**src/rtl/bcd_scan4.sv**
```systemverilog
// bcd_scan4 -- four-digit multiplexed BCD display scanner.
//
// Latches a 16-bit packed-BCD value from upstream decade counters and scans
// it onto a common 7-segment bus, one digit at a time, each digit held for
// PRESCALE clock cycles.
//
// Parameters
//   PRESCALE  clock cycles each digit is displayed (1..65535)
//
// Ports
//   CLK       single clock, rising edge
//   CDN       synchronous active-low reset
//   LD        load strobe, samples D into the holding register
//   D[15:0]   four BCD digits, D[3:0] least significant
//   BLANK_EN  leading-zero blanking enable (live, not latched)
//   SEG[6:0]  registered segment drive, active-high, SEG[0]=a .. SEG[6]=g
//   AN[3:0]   registered digit select, active-high, one-hot or all-zero
//   ERR       high while the held value contains a non-BCD nibble
//   FRAME     one-cycle pulse after the last cycle of digit 3
module bcd_scan4 #(
  parameter int unsigned PRESCALE = 4
) (
  input  logic        CLK,
  input  logic        CDN,
  input  logic        LD,
  input  logic [15:0] D,
  input  logic        BLANK_EN,
  output logic [6:0]  SEG,
  output logic [3:0]  AN,
  output logic        ERR,
  output logic        FRAME
);

  localparam logic [15:0] PC_LAST = 16'(PRESCALE - 1);

  // Segment patterns, bit 0 = a ... bit 6 = g. Non-BCD nibbles show a dash.
  function automatic logic [6:0] seg_decode(input logic [3:0] nib);
    logic [6:0] s;
    case (nib)
      4'd0:    s = 7'h3F;
      4'd1:    s = 7'h06;
      4'd2:    s = 7'h5B;
      4'd3:    s = 7'h4F;
      4'd4:    s = 7'h66;
      4'd5:    s = 7'h6D;
      4'd6:    s = 7'h7D;
      4'd7:    s = 7'h07;
      4'd8:    s = 7'h7F;
      4'd9:    s = 7'h6F;
      default: s = 7'h40;
    endcase
    return s;
  endfunction

  function automatic logic has_bad_nibble(input logic [15:0] v);
    logic bad;
    bad = 1'b0;
    for (int unsigned i = 0; i < 4; i++) begin
      if (v[4*i +: 4] > 4'd9) bad = 1'b1;
    end
    return bad;
  endfunction

  logic [15:0] h_q,     h_d;
  logic        err_q,   err_d;
  logic [15:0] pc_q,    pc_d;
  logic [1:0]  di_q,    di_d;
  logic        frame_q, frame_d;
  logic [3:0]  an_q,    an_d;
  logic [6:0]  seg_q,   seg_d;

  logic        pc_wrap;
  logic [3:0]  cur_nib;
  logic        lead_zero;

  always_comb begin
    h_d   = LD ? D : h_q;
    err_d = LD ? has_bad_nibble(D) : err_q;

    pc_wrap = (pc_q == PC_LAST);
    pc_d    = pc_wrap ? '0 : pc_q + 16'd1;
    di_d    = pc_wrap ? di_q + 2'd1 : di_q;
    frame_d = pc_wrap && (di_q == 2'd3);

    // Output stage works from pre-edge DI and H, so a load lands on SEG one
    // edge after the load edge at the earliest.
    an_d    = 4'b0001 << di_q;
    cur_nib = h_q[{di_q, 2'b00} +: 4];

    // A digit is a leading zero when it and every more significant nibble
    // are zero; digit 0 is always shown so the display never goes dark.
    case (di_q)
      2'd1:    lead_zero = (h_q[15:4]  == 12'h000);
      2'd2:    lead_zero = (h_q[15:8]  == 8'h00);
      2'd3:    lead_zero = (h_q[15:12] == 4'h0);
      default: lead_zero = 1'b0;
    endcase

    seg_d = (BLANK_EN && lead_zero) ? '0 : seg_decode(cur_nib);
  end

  always_ff @(posedge CLK) begin
    if (!CDN) begin
      h_q     <= '0;
      err_q   <= 1'b0;
      pc_q    <= '0;
      di_q    <= '0;
      frame_q <= 1'b0;
      an_q    <= '0;
      seg_q   <= '0;
    end else begin
      h_q     <= h_d;
      err_q   <= err_d;
      pc_q    <= pc_d;
      di_q    <= di_d;
      frame_q <= frame_d;
      an_q    <= an_d;
      seg_q   <= seg_d;
    end
  end

  assign SEG   = seg_q;
  assign AN    = an_q;
  assign ERR   = err_q;
  assign FRAME = frame_q;

endmodule
```
**config.mk**
```make
export PLATFORM = sky130hd
export DESIGN_NAME = bcd_scan4
export DESIGN_NICKNAME = d
export VERILOG_FILES = /design/src/rtl/bcd_scan4.sv
export SDC_FILE = /design/constraint.sdc
export NUM_CORES = 1
export LEC_CHECK = 0
export ABC_AREA = 1
export BUFFER_PORTS_ARGS = -buffer_cell sky130_fd_sc_hd__buf_4
export CAP_MARGIN = 10
export CORE_ASPECT_RATIO = 0.7
export CORE_MARGIN = 4
export CORE_UTILIZATION = 53
export CTS_BUF_LIST = sky130_fd_sc_hd__clkbuf_8
export DETAILED_ROUTE_END_ITERATION = 6
export GPL_ROUTABILITY_DRIVEN = 0
export GPL_TIMING_DRIVEN = 0
export PLACE_DENSITY = 0.83
export RECOVER_POWER = 100
export SYNTH_ARGS = -nofsm -noshare
export SYNTH_HDL_FRONTEND = slang
export SYNTH_SLANG_ARGS = --single-unit
```
**constraint.sdc**
```tcl
create_clock -name CLK -period 1.7 [get_ports CLK]
set_input_delay 0.425 -clock CLK [delete_from_list [all_inputs] [get_ports CLK]]
set_output_delay 0.425 -clock CLK [all_outputs]
set_load 0.01 [all_outputs]
```
# Word level (Yosys, flattened, before mapping)
# Memories as Yosys holds them, arrays and structs flattened. A register that Yosys moved wholly into a read port is not among the register bits.
# Cells that the tools add are included.
# word_totals
regBits	40
mem_bits_ro	112
input_bits	20
mem_count	1
# classes
addsub	2
magnitude_cmp	4
eq_ne	4
n_shift	2
n_mux	5
n_bitwise	1
n_reduce_logical	7
# memory_table
name	depth	width	rd	rd_clocked_by_memory_dff	write_ports	line_no	rtl
(name not given)	16	7	1	1	0	39	case (nib)
# op_table
op	n
$add A16 B1 Y16 const B	1
$eq A16 B2 Y1 const B	1
$gt A4 B4 Y1 const B	4
$shiftx A16 B5 Y4	1
$logic_not A12 Y1	1
$logic_not A8 Y1	1
$eq A2 B2 Y1 const B	2
$logic_not A4 Y1	1
$mux W1	4
$reduce_or A2 Y1	2
$shl A1 B2 Y4 const A	1
$pmux W1 S3	1
$add A2 B1 Y2 const B	1
$eq A2 B1 Y1 const B	1
$logic_and A1 B1 Y1	2
$not A1 Y1	1

# Longest topological paths before layout
# Gate-level depths: netlist (run 1).
# depth
ltp_word	5
mapped_depth	12
ltp_nobuf	11

# Worst setup path after synthesis (run 1)
# Ideal clock, no wire load.
# synth_timing
path_kind	register to register
startpoint	register di_q[0]
endpoint	register seg_q[3], in the netlist SEG[3]
setup_ns	0.120
t_arrival_ns	1.449
setup_slack_ns	0.131
path_stages_with_launch	12
path_buffers	1
path_cell_list	dfxtp_1 -> inv_2 -> buf_6 -> nand2_1 -> nand3_1 -> nand2_1 -> inv_1 -> ha_1 -> nand3_1 -> nand2_1 -> a21oi_1 -> nor2_1
# synth_via
elab_chain_cells	4
elab_cells_between_ends	7
classes_between	3 x eq/ne; 1 x shift; 1 x mux; 2 x reduce/logical
# synth_lines
element	line_no	rtl
from (decl)	67	logic [1:0] di_q, di_d;
from (signal assigned)	115	di_q <= di_d;
$eq A2 B2 Y1 / $eq A2 B1 Y1 (equally long branches)	92	case (di_q)
$pmux W1 S3	92	
$logic_and A1 B1 Y1	99	seg_d = (BLANK_EN && lead_zero) ? '0 : seg_decode(cur_nib);
$reduce_or A2 Y1 (no source line)	n/a	
to (decl)	70	logic [6:0] seg_q, seg_d;
# Parallel ways exist; a longest one is shown, timed or not.
# A chain may end at the register's enable or synchronous reset.

# Worst setup path in the final report (run 1)
# layout_timing
startpoint	register di_q[0]
endpoint	register seg_q[0], in the netlist SEG[0]
# The elaborated chain is that of the path after synthesis.

==> flow_summary.json, run 1 <==
{
  "min_period_ps": 1630,
  "seq_area_frac_synth_pct": 41.2,
  "wl_per_cell_um": 12.8,
  "dr.pass1.iters": 6,
  "p_leak_nw": 1.17,
  "grt_pass1_wl_um": 8450,
  "ios": 33,
  "synth_async_sr_flop_share_pct": 0,
  "min_period_over_period_pct": 96.1,
  "clock_sinks": 47,
  "postLayoutCellArea_um2": 2700,
  "die_w_um": 86.5,
  "gr-total-overflow": 0,
  "nFillCells": 344,
  "synth.yosys.warnings": 0,
  "grt_max_degree": 15,
  "yosys.area.top_type": "dfxtp_1",
  "slew_viol_final": 0,
  "netlist_instances": 311,
  "synthXorXnorAreaFrac_pct": 2.30,
  "synthAdderAreaFrac_pct": 6.02,
  "cts_buffer_depth": 2,
  "drive_gt1_share_pct": 16.1,
  "synth.area.mux_share_pct": 0,
  "io_buffers": 31,
  "hold_viol": 0,
  "avgSynthCellArea_um2": 7.35,
  "synth_area_leaders": "dfxtp_1 41%, nand2_1 9.7%, nor2_1 8.9%, ha_1 6.0%, inv_1 5.3%",
  "synth-simple-area-share_pct": 34.1,
  "track_usage_pct": 19.3,
  "r2r_cells": 12,
  "r2r-start": "di_q[0]",
  "area_growth_pct": 18.3,
  "ys.flop_type": "dfxtp_1",
  "maxCapViolCount": 0,
  "fin_cells": 407,
  "ys_seq_elements": 47,
  "drtIter0Drc": 136,
  "critPathRequiredTime_ps": 1890,
  "worst_clock_skew_ps": 7.83,
  "synth.most_common_cell": "nand2_1",
  "start_kind": "flop",
  "power.density_nw_per_um2": 843,
  "rrSetupSlack_ps": 70,
  "grt_pass1_vias": 1856,
  "worstSkewPairLatency_ps": 300,
  "min_from": "D[14]",
  "netlist_area_um2": 2280,
  "drc": 0,
  "crit_type": "reg -> reg",
  "crit_fanout": 11,
  "synth-compound-area-share_pct": 8.65,
  "fmax_mhz": 612,
  "dp_hpwl_um": 3740,
  "die_h_um": 62.9,
  "layout.nets": 385,
  "viasPerCell": 5.21,
  "setup_viol": 0,
  "min_path_type": "in -> reg",
  "whs_endpoint": "h_q[14]",
  "min_path_cells": 3,
  "peakVddDrop_v": 0.000529,
  "tightest_slew_ps": 483,
  "ctsHtreeMaxLevel": 2,
  "numCtsBuffers": 5,
  "vias": 2122,
  "coreArea_um2": 4040,
  "max_slew_margin_pct": 67.6,
  "cts_root_buf": "clkbuf_8",
  "initial_core_util_pct": 56.5,
  "antenna_found_initial": 0,
  "dpl_cell_area_um2": 2580,
  "place_inst": 394,
  "syn-num-nets": 342,
  "core.rowCount": 19,
  "cts.clk_slew.worst_paths_ps": 90,
  "outcome": "complete, no violations",
  "crit_path_end_kind": "flop",
  "r2r_end": "SEG[0]",
  "netlist.area_leader.share_pct": 41.2,
  "postRouteAntennaNets": 0,
  "drt_wl_total_um": 5200,
  "synth_common_cells": "59 x nand2_1, 54 x nor2_1, 47 x dfxtp_1, 32 x inv_1, 21 x o21ai_0",
  "die-area_um2": 5440,
  "worstPathArrival_ps": 1820,
  "cts_tree": "done",
  "ys_types": 27,
  "synth_top_family_by_area": "simple AND/OR/NAND/NOR gates",
  "antenna_cells": 0,
  "synth_edf_count": 0
}
## critical path, cell delays in order, from the launching register on
cell     delay, ps
dfxtp_4        370
inv_2           60
buf_6          140
nand2_1         90
nand3_2        100
nand2_4        130
buf_4          130
ha_1           130
inv_1           40
nand2_1         80
nand2_1         90
a21oi_2        130
nor2_1          50
## stage by stage
| step | setup slack, ps | power (mW) | setup TNS [ps] | utilization (%) | hold slack (ps) |
|---|---|---|---|---|---|
| 2_1_floorplan | 131 | 1.46 | 0 | - | 429 |
| 3_3_place_gp | -49.1 | 1.58 | -49.1 | 63.9 | 447 |
| 3_5_place_dp | -91.7 | 1.59 | -235 | 63.9 | 446 |
| 4_1_cts | 34.1 | 2.28 | 0 | 66.4 | 349 |
| 5_1_grt | -40.1 | 2.40 | -156 | 66.9 | 349 |
| 6_report | 66.7 | 2.28 | 0 | 66.9 | 355 |
## where the power goes
part | internal (mW) | leakage (nW) | switching, mW
Combinational | 0.159 | 0.731 | 0.231
Clock | 0.327 | 0.0526 | 0.364
Sequential | 1.16 | 0.387 | 0.0359
## metal layers
metal  part of all wire [%]  up-vias  GRT usage (%)
met1                     49      953           28.2
li1                       -     1079              -
met4                   0.56        0           4.28
met2                     42       84           27.7
met5                      0        -              0
met3                    8.5        6           6.06
## timing repair
action                                 CTS  global route
hold buffers                             0             0
gates resized for setup                  4             9
pin swaps                                0             2
setup endpoints to repair                6             9
endpoints found under the hold margin    0             0
buffers inserted                         0             5
## cells in the final DEF, fill, tap and decap left out, drive strengths merged
master / n
a21oi: 16
a31oi: 2
and3: 1
buf: 24
clkbuf: 26
clkinv: 1
dfxtp: 47
ha: 11
inv: 36
nand2: 65
nand3: 21
nand3b: 5
nand4: 5
nor2: 55
nor3: 12
o21ai: 21
or2: 1
xor2: 6
## how the worst max path moves through the flow
stage | start | to | cells past startpoint
6_report | di_q[0] | SEG[0] | 12
5_1_grt | di_q[0] | SEG[0] | 12
2_1_floorplan | di_q[0] | SEG[3] | 11
3_3_place_gp | di_q[1] | SEG[3] | 9
3_5_place_dp | di_q[1] | SEG[3] | 9
4_1_cts | di_q[0] | SEG[3] | 11
## sequential cells by signal, summed over array words and instances, names as in the netlist
| register | flops |
|---|---|
| pc_q | 16 |
| SEG | 7 |
| ERR | 1 |
| FRAME | 1 |
| di_q | 2 |
| AN | 4 |
| h_q | 16 |
## final cells by class
class	count	area (um2)	area share (%)
multi-input combinational	221	1200	44.3
timing repair buffer	36	218	8.05
clock inverter	2	12.5	0.463
sequential	47	946	35.0
inverter	35	134	4.95
tap	52	65.1	2.41
clock buffer	6	82.6	3.05
buffer	8	48.8	1.80
## cells by family (layout without fill, tap and decap cells)
logic type,Yosys count,in the layout
AOI/OAI and AO/OA,39,39
xor gates and xnor gates,6,6
adders and majority gates,11,11
buffers and inverters,43,87
DFF,47,47
and+or+nand+nor,165,165
No activity file was read; power rests on OpenSTA's default activity.
==> run 2, diff against run 1 <==
--- a/config.mk
+++ b/config.mk
@@ -16,7 +16,7 @@
 export GPL_ROUTABILITY_DRIVEN = 0
 export GPL_TIMING_DRIVEN = 0
 export PLACE_DENSITY = 0.83
-export RECOVER_POWER = 100
+export RECOVER_POWER = 25
 export SYNTH_ARGS = -nofsm -noshare
 export SYNTH_HDL_FRONTEND = slang
 export SYNTH_SLANG_ARGS = --single-unit
==> run 2 against run 1 <==
  * Count of clock-buffer cells in the layout stayed put
  * Combinational power is 5.6% higher
  * Critical endpoint unchanged
  * Total power is 0.99% higher
  * Worst setup slack worse by 2.6 ps
  * First-iteration DRC count is 13% higher
  * Critical path type unchanged
  * Core utilization is 1.4 points higher
  * Clock skew is 0.53 ps lower
  * Largest cell class unchanged
==> flow_summary.json, run 2 (same netlist as run 1, synthesis figures left out) <==
{
  "outcome": "complete, no violations",
  "grt_max_degree": 15,
  "fin_cells": 407,
  "crit_type": "reg -> reg",
  "slew_viol_final": 0,
  "tightest_slew_ps": 496,
  "fmax_mhz": 611,
  "cts_root_buf": "clkbuf_8",
  "min_path_type": "in -> reg",
  "viasPerCell": 5.16,
  "place_inst": 394,
  "gr-total-overflow": 0,
  "peakVddDrop_v": 0.000528,
  "area_growth_pct": 20.8,
  "antenna_found_initial": 0,
  "min_period_ps": 1640,
  "critPathLaunch": "di_q[0]",
  "layout.nets": 385,
  "critPathRequiredTime_ps": 1880,
  "cts_buffer_depth": 2,
  "dpl_cell_area_um2": 2580,
  "top_layer_used": "met4",
  "dr.pass1.iters": 5,
  "coreArea_um2": 4040,
  "die_h_um": 62.9,
  "power.density_nw_per_um2": 834,
  "final_cell_mix": "58 x nand2_1, 54 x nor2_1, 45 x dfxtp_1",
  "r2r_cells": 12,
  "start_kind": "flop",
  "wl_met2_um": 2160,
  "postRouteAntennaNets": 0,
  "wirelength_met1_um": 2640,
  "r2r_end": "SEG[0]",
  "worstSkewPairLatency_ps": 300,
  "wl_per_cell_um": 12.7,
  "crit_fanout": 11,
  "numCtsBuffers": 5,
  "postLayoutCellArea_um2": 2760,
  "met3_length_um": 362,
  "ctsHtreeMaxLevel": 2,
  "cts_tree": "done",
  "track_usage_pct": 19.3,
  "layout_commonest_cell": "nand2_1",
  "hold_viol": 0,
  "die_w_um": 86.5,
  "grt_pass1_wl_um": 8450,
  "setup_viol": 0,
  "max_slew_margin_pct": 66.7,
  "die-area_um2": 5440,
  "maxCapViolCount": 0,
  "cts_hold_buf": 0,
  "grt_pass1_vias": 1856,
  "cts.clk_slew.worst_paths_ps": 90,
  "dp_hpwl_um": 3740,
  "r2r-start": "di_q[0]",
  "ios": 33,
  "min_period_over_period_pct": 96.2,
  "io_buffers": 31,
  "worstSetupEndpoint": "SEG[0]",
  "vias": 2101,
  "antenna_cells": 0,
  "drive_gt1_share_pct": 20.3,
  "clock_sinks": 47,
  "worstPathArrival_ps": 1820,
  "drt_wl_total_um": 5190,
  "drc": 0,
  "crit_path_end_kind": "flop",
  "core.rowCount": 19,
  "drtIter0Drc": 153,
  "initial_core_util_pct": 56.5,
  "utilization_pct": 68.3,
  "worst_clock_skew_ps": 7.30,
  "p_leak_nw": 1.23,
  "rrSetupSlack_ps": 60
}
[run 2: per-stage QoR]
stage          worst slack [ps]  power, mW  setup TNS, ps  hold slack [ps]
2_1_floorplan               131       1.46              0              429
3_3_place_gp              -49.1       1.58          -49.1              447
3_5_place_dp              -91.7       1.59           -235              446
4_1_cts                    34.1       2.28              0              349
5_1_grt                   -40.1       2.42           -156              349
6_report                   64.1       2.30              0              356
[run 2: area by class of cell]
type / instances / area (um2)
inverters: 35 / 134
fillers: 339 / 1280
plain buffers: 8 / 48.8
clock buffers: 6 / 82.6
repair buffers: 36 / 270
flip-flops and latches: 47 / 946
multi-input cells: 221 / 1200
well taps: 52 / 65.1
clock inverters: 2 / 12.5
[run 2: routing by layer]
| metal | track usage (%) | vias up |
|---|---|---|
| li1 | - | 1080 |
| met1 | 28.2 | 948 |
| met2 | 27.7 | 69 |
| met3 | 6.06 | 4 |
| met4 | 4.28 | 0 |
| met5 | 0 | - |
[run 2: worst min path at each step]
stage	startpoint	end	slack, ps	cells after the start
2_1_floorplan	pc_q[0]	pc_q[0]	430	1
3_5_place_dp	pc_q[0]	pc_q[0]	450	1
4_1_cts	D[11]	h_q[11]	350	3
3_3_place_gp	pc_q[0]	pc_q[0]	450	1
6_report	D[14]	h_q[14]	360	3
5_1_grt	D[5]	h_q[5]	350	3
[run 2: critical path, cell delays in order, from the launching register on]
cell	delay (ps)
dfxtp_4	370
inv_2	60
buf_6	140
nand2_1	90
nand3_2	100
nand2_4	130
buf_4	130
ha_1	130
inv_1	40
nand2_1	80
nand2_1	80
a21oi_2	130
nor2_1	50
[run 2: repair_timing]
action / CTS / global route
gates resized for setup: 4 / 9
endpoints found under the hold margin: 0 / 0
pin swaps: 0 / 2
setup endpoints to repair: 6 / 9
setup buffers: 0 / 5
[run 2: power breakdown]
group	internal [mW]	switching [mW]	leakage, nW	total [mW]
clock	0.327	0.363	0.0526	0.690
sequential	1.16	0.0366	0.387	1.20
combinational	0.181	0.231	0.787	0.412
total	1.67	0.630	1.23	2.30
==> run 3, diff against run 2 <==
--- a/config.mk
+++ b/config.mk
@@ -15,7 +15,7 @@
 export DETAILED_ROUTE_END_ITERATION = 6
 export GPL_ROUTABILITY_DRIVEN = 0
 export GPL_TIMING_DRIVEN = 0
-export PLACE_DENSITY = 0.83
+export PLACE_DENSITY = 0.89
 export RECOVER_POWER = 25
 export SYNTH_ARGS = -nofsm -noshare
 export SYNTH_HDL_FRONTEND = slang
==> run 3 against run 2 <==
  * Clock power decreased by 11%
  * Hold slack improved by 3.7 ps
  * Core utilization decreased by 0.99 points
  * Fmax decreased by 1.7%
  * Global-route usage increased by 0.19 points
  * Sequential power about the same
  * Sequential share of layout area increased by 0.50 points
  * Largest power group unchanged
  * Combinational power decreased by 2%
  * Final area decreased by 1.5%
  * Critical endpoint is now SEG[3]
  * First-iteration DRC count increased by 22%
  * Routed wire length increased by 1.0%
  * Worst setup slack got worse by 29 ps
  * Highest routed layer unchanged
==> flow_summary.json, run 3 (same netlist as run 1, synthesis figures left out) <==
{
  "crit_chain": "buf_4, nand2_1, nand3_1, nand2_2, inv_2, ha_1, nand3_1, nand2_1, a21oi_2, nor2_1",
  "peakVddDrop_v": 0.000558,
  "drtIter0Drc": 187,
  "dr.pass1.iters": 5,
  "cts_hold_buf": 0,
  "grt_pass1_vias": 1924,
  "grt_max_degree": 13,
  "die_w_um": 86.5,
  "fmax_mhz": 601,
  "drc": 0,
  "layout_commonest_cell": "nand2_1",
  "initial_core_util_pct": 56.5,
  "r2r_cells": 10,
  "place_inst": 394,
  "setup_tns_ps": 0,
  "worstPathArrival_ps": 1860,
  "coreArea_um2": 4040,
  "max_slew_margin_pct": 70.9,
  "min_period_over_period_pct": 97.9,
  "layout.nets": 384,
  "worstSkewPairLatency_ps": 300,
  "slew_viol_final": 0,
  "power.density_nw_per_um2": 814,
  "dpl_cell_area_um2": 2580,
  "io_buffers": 31,
  "ios": 33,
  "cts_root_buf": "clkbuf_8",
  "cts_buffer_depth": 2,
  "cts_tree": "done",
  "numCtsBuffers": 5,
  "slowest_delay_ps": 360,
  "track_usage_pct": 19.5,
  "postLayoutCellArea_um2": 2720,
  "fin_cells": 404,
  "finalPower_mw": 2.21,
  "drive_gt1_share_pct": 19.6,
  "setup_ws_ps": 35.3,
  "cts.clk_slew.worst_paths_ps": 80,
  "gr-total-overflow": 0,
  "p_leak_nw": 1.22,
  "antenna_cells": 0,
  "dp_slack_ps": -51.1,
  "dp_hpwl_um": 3720,
  "crit_type": "reg -> reg",
  "outcome": "complete, no violations",
  "min_path_type": "in -> reg",
  "die-area_um2": 5440,
  "slowest_stage": "dfxtp_4",
  "viasPerCell": 5.18,
  "core.rowCount": 19,
  "maxCapViolCount": 0,
  "min_path_cells": 3,
  "crit_fanout": 10,
  "critPathRequiredTime_ps": 1890,
  "drt_wl_total_um": 5240,
  "final_cell_mix": "58 x nand2_1, 54 x nor2_1, 45 x dfxtp_1",
  "min_period_ps": 1660,
  "die_h_um": 62.9,
  "crit_path_end_kind": "flop",
  "tightest_slew_ps": 434,
  "postRouteAntennaNets": 0,
  "antenna_found_initial": 0,
  "area_growth_pct": 19.0,
  "worst_clock_skew_ps": 4.30,
  "wl_per_cell_um": 13.0,
  "start_kind": "flop",
  "grt_pass1_wl_um": 8520,
  "rsz0062_at_grt": "true",
  "vias": 2094,
  "ctsHtreeMaxLevel": 2,
  "clock_sinks": 47,
  "setup_viol": 0,
  "nFillCells": 345,
  "hold_viol": 0
}
[run 3: cell types whose count changed in the layout (fill, tap and decap cells not counted), sizes merged]
cell    change
clkbuf      -1
buf         -1
clkinv      -1
[run 3: per-layer routing]
metal	up-vias	share of wire, %	track usage, %
met5	-	0	0
met4	0	1.8	7.39
met3	14	8.7	6.72
met2	99	42	27.5
met1	906	47	27.2
li1	1075	-	-
[run 3: final timing paths]
kind | startpoint | endpoint | slack [ps]
hold reg to reg | pc_q[15] | pc_q[15] | 470
setup / recovery | di_q[0] | SEG[3] | 40
setup reg to reg | di_q[0] | SEG[3] | 40
hold / removal | D[11] | h_q[11] | 360
[run 3: critical path: cells and delay by family, from the launching register on]
kind | cells | cell delay (ps)
AOI/OAI and AO/OA | 1 | 100
and+or+nand+nor | 6 | 540
buffers and inverters | 2 | 240
adders and majority gates | 1 | 300
DFF | 1 | 360
[run 3: cell type report]
cell class / count / area [um2] / share of cell area [%]
Timing Repair Buffer: 35 / 259 / 9.53
Multi-Input combinational cell: 221 / 1200 / 44.0
Inverter: 35 / 134 / 4.92
Buffer: 8 / 46.3 / 1.70
Clock inverter: 1 / 3.75 / 0.138
Tap cell: 52 / 65.1 / 2.39
Clock buffer: 5 / 68.8 / 2.53
Sequential cell: 47 / 946 / 34.8
[run 3: what timing repair did]
action                                  4_1_cts  5_1_grt
buffers inserted                              0        4
resized for setup                             3       10
endpoints found under the setup margin        5       15
pin swaps                                     0        3
[run 3: where the power goes]
group	switching, mW	internal (mW)	total [mW]
combinational	0.229	0.175	0.404
clock	0.342	0.268	0.611
sequential	0.0363	1.16	1.20
total	0.608	1.61	2.21
[run 3: stage by stage]
stage / util [%] / hold slack [ps]
after floorplan: - / 429
after global placement: 63.9 / 441
after detailed placement: 63.9 / 459
after CTS: 65.8 / 356
after global routing: 67.3 / 357
final: 67.3 / 359
